<file path="config.mk">
export PLATFORM = sky130hd
export DESIGN_NAME = pipe_hazard_ctrl
export DESIGN_NICKNAME = d
export VERILOG_FILES = /design/src/rtl/pipe_hazard_ctrl.sv
export SDC_FILE = /design/constraint.sdc
export NUM_CORES = 1
export LEC_CHECK = 0
export ABC_CLOCK_PERIOD_IN_PS = 2400
export CORE_MARGIN = 2
export CORE_UTILIZATION = 30
export CTS_CLUSTER_SIZE = 16
export DETAILED_ROUTE_END_ITERATION = 6
export HOLD_SLACK_MARGIN = 0.15
export SYNTH_ARGS = -nofsm -noshare
export SYNTH_HDL_FRONTEND = slang
export SYNTH_SLANG_ARGS = --single-unit
</file>
<file path="constraint.sdc">
create_clock -name Clk -period 2.4 [get_ports Clk]
set_clock_uncertainty 0.15 [all_clocks]
set_input_delay 0.48 -clock Clk [delete_from_list [all_inputs] [get_ports Clk]]
set_output_delay 0.48 -clock Clk [all_outputs]
set_load 0.005 [all_outputs]
</file>
<file path="src/rtl/pipe_hazard_ctrl.sv">
// Hazard and sequencing controller for a 5-stage MIPS pipeline: load-use and
// redirect handling plus start/busy sequencing of the multi-cycle MULT/DIV unit.
module pipe_hazard_ctrl #(
    parameter int unsigned MD_LAT = 32,
    parameter int unsigned CNT_W  = 16
) (
    input  logic             Clk,
    input  logic             Rst_n,
    input  logic [4:0]       Rs_ID,
    input  logic [4:0]       Rt_ID,
    input  logic             UsesRt_ID,
    input  logic             MemRead_EX,
    input  logic [4:0]       Rt_EX,
    input  logic             Redirect_ID,
    input  logic             MulDiv_ID,
    input  logic             HiLo_ID,
    output logic             Stall,
    output logic             Flush_IFID,
    output logic             Bubble_IDEX,
    output logic             MdStart,
    output logic             MdBusy,
    output logic [CNT_W-1:0] StallCnt
);

    localparam int unsigned DW = $clog2(MD_LAT);

    typedef enum logic [0:0] {
        IDLE = 1'b0,
        BUSY = 1'b1
    } state_e;

    state_e             state_q, state_d;
    logic [DW-1:0]      dcnt_q, dcnt_d;
    logic [CNT_W-1:0]   scnt_q, scnt_d;

    logic lu;
    logic md;
    logic busy;
    logic stall_int;
    logic start_int;

    // State register, MULT/DIV down-counter and stall performance counter
    always_ff @(posedge Clk) begin
        if (!Rst_n) begin
            state_q <= IDLE;
            dcnt_q  <= '0;
            scnt_q  <= '0;
        end else begin
            state_q <= state_d;
            dcnt_q  <= dcnt_d;
            scnt_q  <= scnt_d;
        end
    end

    // Next-state logic
    always_comb begin
        state_d = state_q;
        dcnt_d  = dcnt_q;
        scnt_d  = scnt_q;
        unique case (state_q)
            IDLE: begin
                if (start_int) begin
                    state_d = BUSY;
                    dcnt_d  = DW'(MD_LAT - 1);
                end
            end
            BUSY: begin
                dcnt_d = dcnt_q - DW'(1);
                if (dcnt_q == DW'(1)) begin
                    state_d = IDLE;
                end
            end
            default: state_d = IDLE;
        endcase
        // Saturating count of stalled cycles
        if (stall_int && (scnt_q != {CNT_W{1'b1}})) begin
            scnt_d = scnt_q + CNT_W'(1);
        end
    end

    // Output logic; everything is forced low while reset is held
    always_comb begin
        Stall       = 1'b0;
        Flush_IFID  = 1'b0;
        Bubble_IDEX = 1'b0;
        MdStart     = 1'b0;
        MdBusy      = 1'b0;
        StallCnt    = '0;

        lu = MemRead_EX && (Rt_EX != 5'd0) &&
             ((Rt_EX == Rs_ID) || (UsesRt_ID && (Rt_EX == Rt_ID)));
        busy      = (state_q == BUSY);
        md        = busy && (MulDiv_ID || HiLo_ID);
        stall_int = lu || md;
        // md already blocks a start while busy, so only a load-use can defer it here
        start_int = !busy && MulDiv_ID && !stall_int;

        if (Rst_n) begin
            Stall       = stall_int;
            Bubble_IDEX = stall_int;
            Flush_IFID  = Redirect_ID && !stall_int;
            MdStart     = start_int;
            MdBusy      = busy;
            StallCnt    = scnt_q;
        end
    end

endmodule

</file>
# ---- Word-level counts from Yosys, hierarchy flattened
# Cells that the tools add are included.
dict set report classes {
  reduce_logical 14
  mux 10
  add_sub_neg 2
  eq_ne 5
  n_bitwise 1
}
# op n
set ops {}
lappend ops {{16-bit by 1-bit adder with 16-bit output, second input constant} 1}
lappend ops {{16-bit two-way mux} 1}
lappend ops {{16-bit != test, second input constant} 1}
lappend ops {{5-bit equality test} 2}
lappend ops {{5-bit one-hot mux with 2 select lines} 1}
lappend ops {{1-bit logical AND} 8}
lappend ops {{1-bit two-way mux} 6}
lappend ops {{5-bit by 1-bit equality test with 1-bit output, second input constant} 1}
lappend ops {{5-bit two-way mux} 1}
lappend ops {{5-bit nonzero test} 1}
lappend ops {{5-bit by 1-bit subtractor with 5-bit output, second input constant} 1}
lappend ops {{1-bit logical OR} 3}
lappend ops {{1-bit zero test} 2}
lappend ops {{2-bit != test, second input constant} 1}
lappend ops {{1-bit one-hot mux with 2 select lines} 1}
lappend ops {{1-bit NOT} 1}
dict set report totals {
  in_bits 22
  wordCells 35
  regBits 22
}

# ---- Logic depth before layout (Yosys ltp)
# Gate-level depths: netlist of the first run.
dict set report logic_depth {
  word_depth 9
  depth_mapped 7
  depth_no_buf 7
}

# ---- Worst setup path after synthesis of the first run
# No wires, ideal clock.
dict set report synth_timing {
  path_kind {input to output}
  startpoint {input port Rt_EX[1]}
  endpoint {output port Stall}
  path_slack_ns 0.101
  n_path_buf 2
  path_stages 6
  required_ns 1.770
  t_arrival_ns 1.669
  cell_sequence {or4_1 > o21ai_1 > o21a_1 > buf_6 > nor2_1 > buf_4}
}
dict set report synth_between {
  elab_chain_cells 6
}
# item line_no
set synth_rtl {}
lappend synth_rtl {{start: declaration} 13} ;# input logic [4:0] Rt_EX,
lappend synth_rtl {{5-bit equality test} 91} ;# ((Rt_EX == Rs_ID) || (UsesRt_ID && (Rt_EX == Rt_ID)));
lappend synth_rtl {{1-bit logical AND} 91}
lappend synth_rtl {{1-bit logical OR} 91}
lappend synth_rtl {{1-bit logical AND *} 90} ;# lu = MemRead_EX && (Rt_EX != 5'd0) &&
lappend synth_rtl {{1-bit logical OR *} 94} ;# stall_int = lu || md;
lappend synth_rtl {{1-bit two-way mux *} n/a}
lappend synth_rtl {{end: declaration} 17} ;# output logic Stall,
# Every way passes the cells marked *; elsewhere a longest branch is shown, timed or not.

# ---- Worst setup path in the final report of the first run
dict set report layout_timing {
  startpoint {input port Rt_EX[1]}
  endpoint {output port Stall}
}
dict set report layout_between {
  elab_chain_cells 6
}
# item line_no
set layout_rtl {}
lappend layout_rtl {{5-bit equality test} 91}
lappend layout_rtl {{1-bit logical AND} 91}
lappend layout_rtl {{1-bit logical OR} 91}
lappend layout_rtl {{1-bit logical AND *} 90}
lappend layout_rtl {{1-bit logical OR *} 94}
lappend layout_rtl {{1-bit two-way mux *} 98} ;# if (Rst_n) begin
# Marked as above.

==> impl_metrics.csv, run 1 <==
group,metric,value,unit
run_status,status,"complete, but fails checks",
run_status,violations,"setup timing",
clocking,cts.sinks,22,
place,dp.cells,284,
place,port_buffers,42,
cells_and_area,multiInputGateArea,1013,sq um
setup_path,end_kind,"output port",
pwr,leakagePower,0.0009287,uW
min_path,hold_path.class,"reg2reg",
grt,grt_pass1_vias,1412,
place,dp_slack,-0.8233,ns
clocking,htreeDepth,1,
cells_and_area,final_cells,300,
sta,setup_viol,4,
cells_and_area,diodes,0,
logic_synthesis,synth-seq-area-share,32.41,%
setup_path,cp.required,1.77,ns
grt,grt_remaining_overflow,0,
clocking,clock_latency,0.26,ns
clocking,root_buffer,"clkbuf_8",
pwr,p_total,858.2,uW
drt,wirelength,3.776,mm
pwr,combPwrFrac,27.9,%
setup_path,path_max_fanout,2,
floorplan,rows,24,
run,drv_cap,0,
cells_and_area,seq_area,440.4,sq um
cells_and_area,area.growth.synth_to_final,68.69,%
place,dp_hpwl,2.758,mm
sta,fin_ws,-0.04775,ns
grt,grt_first_pass_wirelength,6.348,mm
cells_and_area,layout.nets,275,
drt,dr_total_vias,1489,
drt,drtIter0Drc,25,
sta,rsz0062_at_grt,"yes",
setup_path,crit_type,"in2out",
logic_synthesis,ys_types,38,
logic_synthesis,async_flop_share,0,%
floorplan,die_area,5084,sq um
pwr,intPower,630.0,uW
sta,post-route-period-util,102.0,%
logic_synthesis,synth_flop_cell,"dfxtp_1",
cells_and_area,layout-drive-gt1-share,33.87,%
clocking,path_clk_slew,0.08,ns
logic_synthesis,synth_edf_count,0,
setup_path,start_kind,"input pin",
sta,finalMaxSlewViolations,0,
cells_and_area,nFillCells,408,
place,finalWeightedCongestion,0.7371,
sta,relSlewSlack,77.00,%
grt,grt_usage,15.42,%
pwr,netSwitchingFraction,26.60,%
clocking,tritoncts,"yes",
pwr,switchingPower,228.3,uW
drt,drc,0,
grt,antenna_found_initial,0,
clocking,cts_buffers,3,
sta,hold_violations,0,
floorplan,io_pins,43,
drt,vias_per_cell,4.963,
floorplan,start_util,31.21,%
pwr,seq_power_share,45.5,%
pwr,ir_drop,0.0002037,V
drt,wl_per_cell,12.59,um
logic_synthesis,avgSynthCellArea,7.993,sq um
floorplan,die_x,71.30,um
drt,drtAntennaViolNets,0,
sta,fmax,408.5,MHz
sta,finalCriticalPeriod,2.448,ns
drt,first_pass_iters,4,
logic_synthesis,ys_warn_count,0,
pwr,clockPowerShare,26.5,%
grt,grt_max_degree,12,
logic_synthesis,ys_ff_latch,22,
logic_synthesis,syn_inst,170,
floorplan,fp.dieH,71.30,um
clocking,cts_buffer_depth,2,
setup_path,worstPathArrival,1.82,ns
floorplan,coreArea,4354,sq um
logic_synthesis,syn_nets,195,
pwr,pwr_density_cell,374.4,nW/um^2
logic_synthesis,syn-cell-area,1359,sq um
sta,tightest_slew,0.3422,ns
[stage by stage]
stage / hold slack, ns / util (%) / TNS [ns] / cell area (sq um)
finish: 0.3474 / 52.64 / -0.1316 / 2292
global route: 0.3744 / 52.64 / -0.5090 / 2292
CTS: 0.3478 / 52.33 / -0.1257 / 2278
detailed placement: 0.3347 / 46.06 / -11.49 / 2006
global placement: 0.3356 / 46.06 / -10.95 / 2006
floorplan: 0.3103 / - / 0 / 1359
[kinds of logic after synthesis]
family                     after synthesis  synth area share [%]
and+or+nand+nor                         84                 32.23
xor gates and xnor gates                11                 7.090
buffers and inverters                   12                 4.143
DFF                                     22                 32.41
AOI/OAI and AO/OA                       31                 15.65
muxes                                    7                 5.709
adders and majority gates                3                 2.763
[power by group through the flow]
stage | combinational, uW | clock [uW] | sequential (uW)
floorplan | 90.8 | 0 | 398
global placement | 196 | 0 | 399
detailed placement | 198 | 0 | 399
CTS | 240 | 236 | 391
global route | 262 | 250 | 393
finish | 240 | 228 | 391
[timing repair]
action                                  4_1_cts  5_1_grt
endpoints found under the setup margin       39       18
hold buffers                                  0        0
buffers inserted                             17        1
resized for setup                            94        7
pin swaps                                    27       14
[synth_stat cells (all sizes together), types with 4 or more instances]
master	instances	share of area [%]
xnor2	11	7.1
nor2	18	5.0
or4	4	2.2
o21ai	9	3.3
nand2	17	4.9
or3	5	2.4
and2	18	8.3
nor3	4	1.5
o211a	5	3.7
mux2	6	5.0
nand3	7	2.6
a21oi	7	2.6
inv	5	1.4
dfxtp	22	32
clkbuf	4	1.1
[worst paths after layout]
path	start	to	slack (ns)	cells past startpoint
worst min-delay path	scnt_q[14]	scnt_q[14]	0.35	2
worst max register to register	scnt_q[1]	scnt_q[7]	0.23	8
worst max-delay path	Rt_EX[1]	Stall	-0.05	10
worst min register to register	scnt_q[14]	scnt_q[14]	0.35	2
[sequential cells by signal, indices dropped and copies added (netlist names)]
signal and cells:
dcnt_q 5, scnt_q 16, busy 1
[layout make-up]
type	instances	area share, %
clock buffer	3	1.801
tap	52	2.838
timing repair buffer	81	30.90
sequential	22	19.21
inverter	6	1.037
multi-input combinational	136	44.21
[layout by cell type (no fill, tap or decap), types with 3 or more instances in the layout]
| master | count |
|---|---|
| nand2_1 | 16 |
| dlygate4sd2_1 | 9 |
| ha_1 | 3 |
| clkdlybuf4s50_1 | 21 |
| nand3_1 | 7 |
| clkbuf_8 | 3 |
| and2_1 | 18 |
| dfxtp_1 | 22 |
| or3_1 | 4 |
| inv_1 | 5 |
| o21ai_0 | 7 |
| xnor2_2 | 6 |
| buf_2 | 7 |
| buf_6 | 15 |
| o211a_1 | 5 |
| o31ai_1 | 3 |
| a21oi_1 | 6 |
| xnor2_1 | 5 |
| nand4_1 | 3 |
| nor2_1 | 15 |
| buf_4 | 28 |
| mux2_2 | 4 |
| nor2_4 | 3 |
[worst max-delay path, stage by stage]
cell and delay, ns:
buf_6 0.10, buf_6 0.11, xnor2_2 0.10, nand4_1 0.17
buf_4 0.17, o22a_1 0.17, o21a_1 0.21, buf_6 0.13
nor2_4 0.07, buf_2 0.11
[routing by layer]
| layer | part of all wire (%) | wire length (um) | global-route usage, % | vias to the layer above |
|---|---|---|---|---|
| li1 | - | - | - | 752 |
| met1 | 44 | 1653 | 19.17 | 690 |
| met2 | 48 | 1829 | 27.26 | 43 |
| met3 | 6.8 | 255 | 2.672 | 4 |
| met4 | 0.98 | 37 | 4.403 | 0 |
| met5 | 0 | 0 | 0 | - |
Note: power is estimated with default switching activity, not from simulation.
==> run 2, diff against run 1 <==
--- a/config.mk
+++ b/config.mk
@@ -11,6 +11,7 @@
 export CTS_CLUSTER_SIZE = 16
 export DETAILED_ROUTE_END_ITERATION = 6
 export HOLD_SLACK_MARGIN = 0.15
+export SETUP_SLACK_MARGIN = 0.5
 export SYNTH_ARGS = -nofsm -noshare
 export SYNTH_HDL_FRONTEND = slang
 export SYNTH_SLANG_ARGS = --single-unit
==> run 2 against run 1 <==
- the flow still finishes with violations (setup timing)
- maximum frequency grew 0.69%
- global-route usage grew 2.0 points
- non-clock buffer count grew 12
- cell area grew 9.4%
- die area is the same
- clock power grew 20%
- sequential power is essentially flat
- count of clock-buffer cells in the layout grew 1
- combinational power grew 25%
- critical path type unchanged
- largest cell class unchanged
- highest routed layer unchanged
==> impl_metrics.csv, run 2 (synthesis results as in run 1) <==
group,metric,value,unit
run_status,status,"complete, but fails checks",
run_status,violations,"setup timing",
setup_path,cpPeakStageDelay,0.54,ns
sta,setup_viol,3,
clocking,holdBufCountCts,0,
setup_path,slowest_stage,"or4_4",
grt,grt_first_pass_wirelength,7.203,mm
floorplan,rows,24,
cells_and_area,layout_commonest_cell,"buf_4",
setup_path,path_buf_inv,3,
floorplan,start_util,31.21,%
drt,vias_per_cell,5.067,
pwr,leakagePower,0.001145,uW
run,drv_cap,0,
clocking,htreeDepth,1,
setup_path,critical-path-top-delay-family,"simple AND/OR/NAND/NOR gates",
setup_path,worst-path-stages,7,
sta,post-route-period-util,101.3,%
grt,grt_max_degree,13,
setup_path,crit_type,"in2out",
setup_path,start_kind,"input pin",
clocking,cts.sinks,22,
sta,finalMaxSlewViolations,0,
floorplan,coreArea,4354,sq um
setup_path,reg2reg_depth,6,
pwr,seq_power_share,40.5,%
sta,rsz0062_at_grt,"yes",
min_path,min_from,"scnt_q[14]",
setup_path,end_kind,"output port",
cells_and_area,layout.nets,287,
cells_and_area,diodes,0,
pwr,pwr_density_cell,384.6,nW/um^2
drt,dr_total_vias,1586,
pwr,clockPowerShare,28.3,%
place,dp_slack,-0.7851,ns
drt,first_pass_iters,4,
place,placed_area,2039,sq um
setup_path,reg2reg_to,"scnt_q[15]",
setup_path,path_max_fanout,3,
setup_path,regToRegSetupSlack,0.19,ns
clocking,path_clk_slew,0.08,ns
sta,tightest_slew,0.3215,ns
place,finalWeightedCongestion,0.7577,
pwr,netSwitchingFraction,27.13,%
floorplan,die_x,71.30,um
cells_and_area,layout-drive-gt1-share,45.98,%
drt,drc,0,
grt,grt_remaining_overflow,0,
place,port_buffers,42,
pwr,combPwrFrac,31.2,%
grt,antenna_found_initial,0,
cells_and_area,regMostFlops,"scnt_q",
drt,drtAntennaViolNets,0,
cells_and_area,final_cell_mix,"buf_4 (35), dfxtp_1 (20), dlygate4sd2_1 (19)",
pwr,switchingPower,261.6,uW
sta,fmax,411.4,MHz
clocking,root_buffer,"clkbuf_8",
sta,setup_tns,-0.07445,ns
pwr,intPower,702.7,uW
pwr,ir_drop,0.0003618,V
place,dp_hpwl,2.719,mm
clocking,cts_buffers,3,
cells_and_area,design_area,2507,sq um
clocking,cts_buffer_depth,2,
floorplan,io_pins,43,
setup_path,cp.required,1.77,ns
sta,fin_ws,-0.03098,ns
min_path,hold-path-endpoint,"scnt_q[14]",
min_path,min_path_cells,2,
sta,relSlewSlack,78.50,%
min_path,hold_path.class,"reg2reg",
clocking,clock_latency,0.27,ns
setup_path,rr_startpoint,"scnt_q[6]",
floorplan,fp.dieH,71.30,um
clocking,tritoncts,"yes",
drt,drtIter0Drc,133,
cells_and_area,largest_reg_flops,16,
setup_path,cp_cell_sequence,"buf_8 -> or4_4 -> o21ai_4 -> o21a_1 -> buf_4 -> and3_4 -> buf_6",
setup_path,worstPathArrival,1.80,ns
sta,hold_violations,0,
grt,grt_usage,17.44,%
grt,grt_pass1_vias,1571,
drt,wirelength,4.356,mm
cells_and_area,area.growth.synth_to_final,84.53,%
floorplan,die_area,5084,sq um
drt,wl_per_cell,13.92,um
sta,finalCriticalPeriod,2.431,ns
[run 2: cell count changes in the layout (fill, tap and decap cells not counted), sizes merged]
cell           delta
clkdlybuf4s15     +3
buf              +11
clkbuf            +7
clkdlybuf4s50    -18
dlygate4sd2      +10
[run 2: cell type report]
cell class,count,area [sq um]
well taps,52,65.06
multi-input cells,136,1130
clock buffers,4,55.05
inverters,6,27.53
repair buffers,93,787.0
fillers,394,1847
flip-flops and latches,22,442.9
[run 2: how the worst max path moves through the flow]
| stage | end | slack (ns) | startpoint |
|---|---|---|---|
| floorplan | Flush_IFID | 0.15 | Rt_EX[1] |
| CTS | Flush_IFID | -0.03 | Rt_EX[2] |
| detailed placement | Flush_IFID | -0.79 | Rt_EX[3] |
| finish | Flush_IFID | -0.03 | Rt_EX[2] |
| global placement | Flush_IFID | -0.76 | Rt_EX[3] |
| global route | Stall | -0.09 | Rt_EX[2] |
[run 2: through the flow]
step	util, %	cells	power [uW]	hold WS, ns
global placement	46.84	281	605.0	0.3317
floorplan	-	170	497.2	0.3146
global route	57.59	313	1009	0.3828
CTS	55.49	310	948.0	0.3533
detailed placement	46.84	281	607.1	0.3416
finish	57.59	313	964.3	0.3694
[run 2: layer usage]
metal,part of all wire (%),GRT usage (%)
met5,0,0
met3,4.5,3.657
met1,44,22.43
met4,1.1,3.354
met2,50,30.35
[run 2: power groups by stage]
stage	combinational (uW)	clock, uW	sequential [uW]
CTS	277	279	391
finish	301	273	391
detailed placement	208	0	399
global placement	206	0	399
floorplan	99.5	0	398
global route	325	291	394
[run 2: repair_timing]
action,in CTS,in global routing
cloned,2,0
gates resized for setup,128,33
setup endpoints to repair,43,26
pin swaps,21,32
buffers inserted,23,3
[run 2: worst min-delay path, cell delays in order (launching register included)]
cell     delay [ns]
dfxtp_1        0.36
o31ai_4        0.07
a21oi_1        0.05
==> run 3, diff against run 2 <==
--- a/config.mk
+++ b/config.mk
@@ -12,6 +12,7 @@
 export DETAILED_ROUTE_END_ITERATION = 6
 export HOLD_SLACK_MARGIN = 0.15
 export SETUP_SLACK_MARGIN = 0.5
+export SLEW_MARGIN = 30
 export SYNTH_ARGS = -nofsm -noshare
 export SYNTH_HDL_FRONTEND = slang
 export SYNTH_SLANG_ARGS = --single-unit
==> results of run 3 <==
Same layout as run 2: the final DEF is identical, and so are final timing and power.
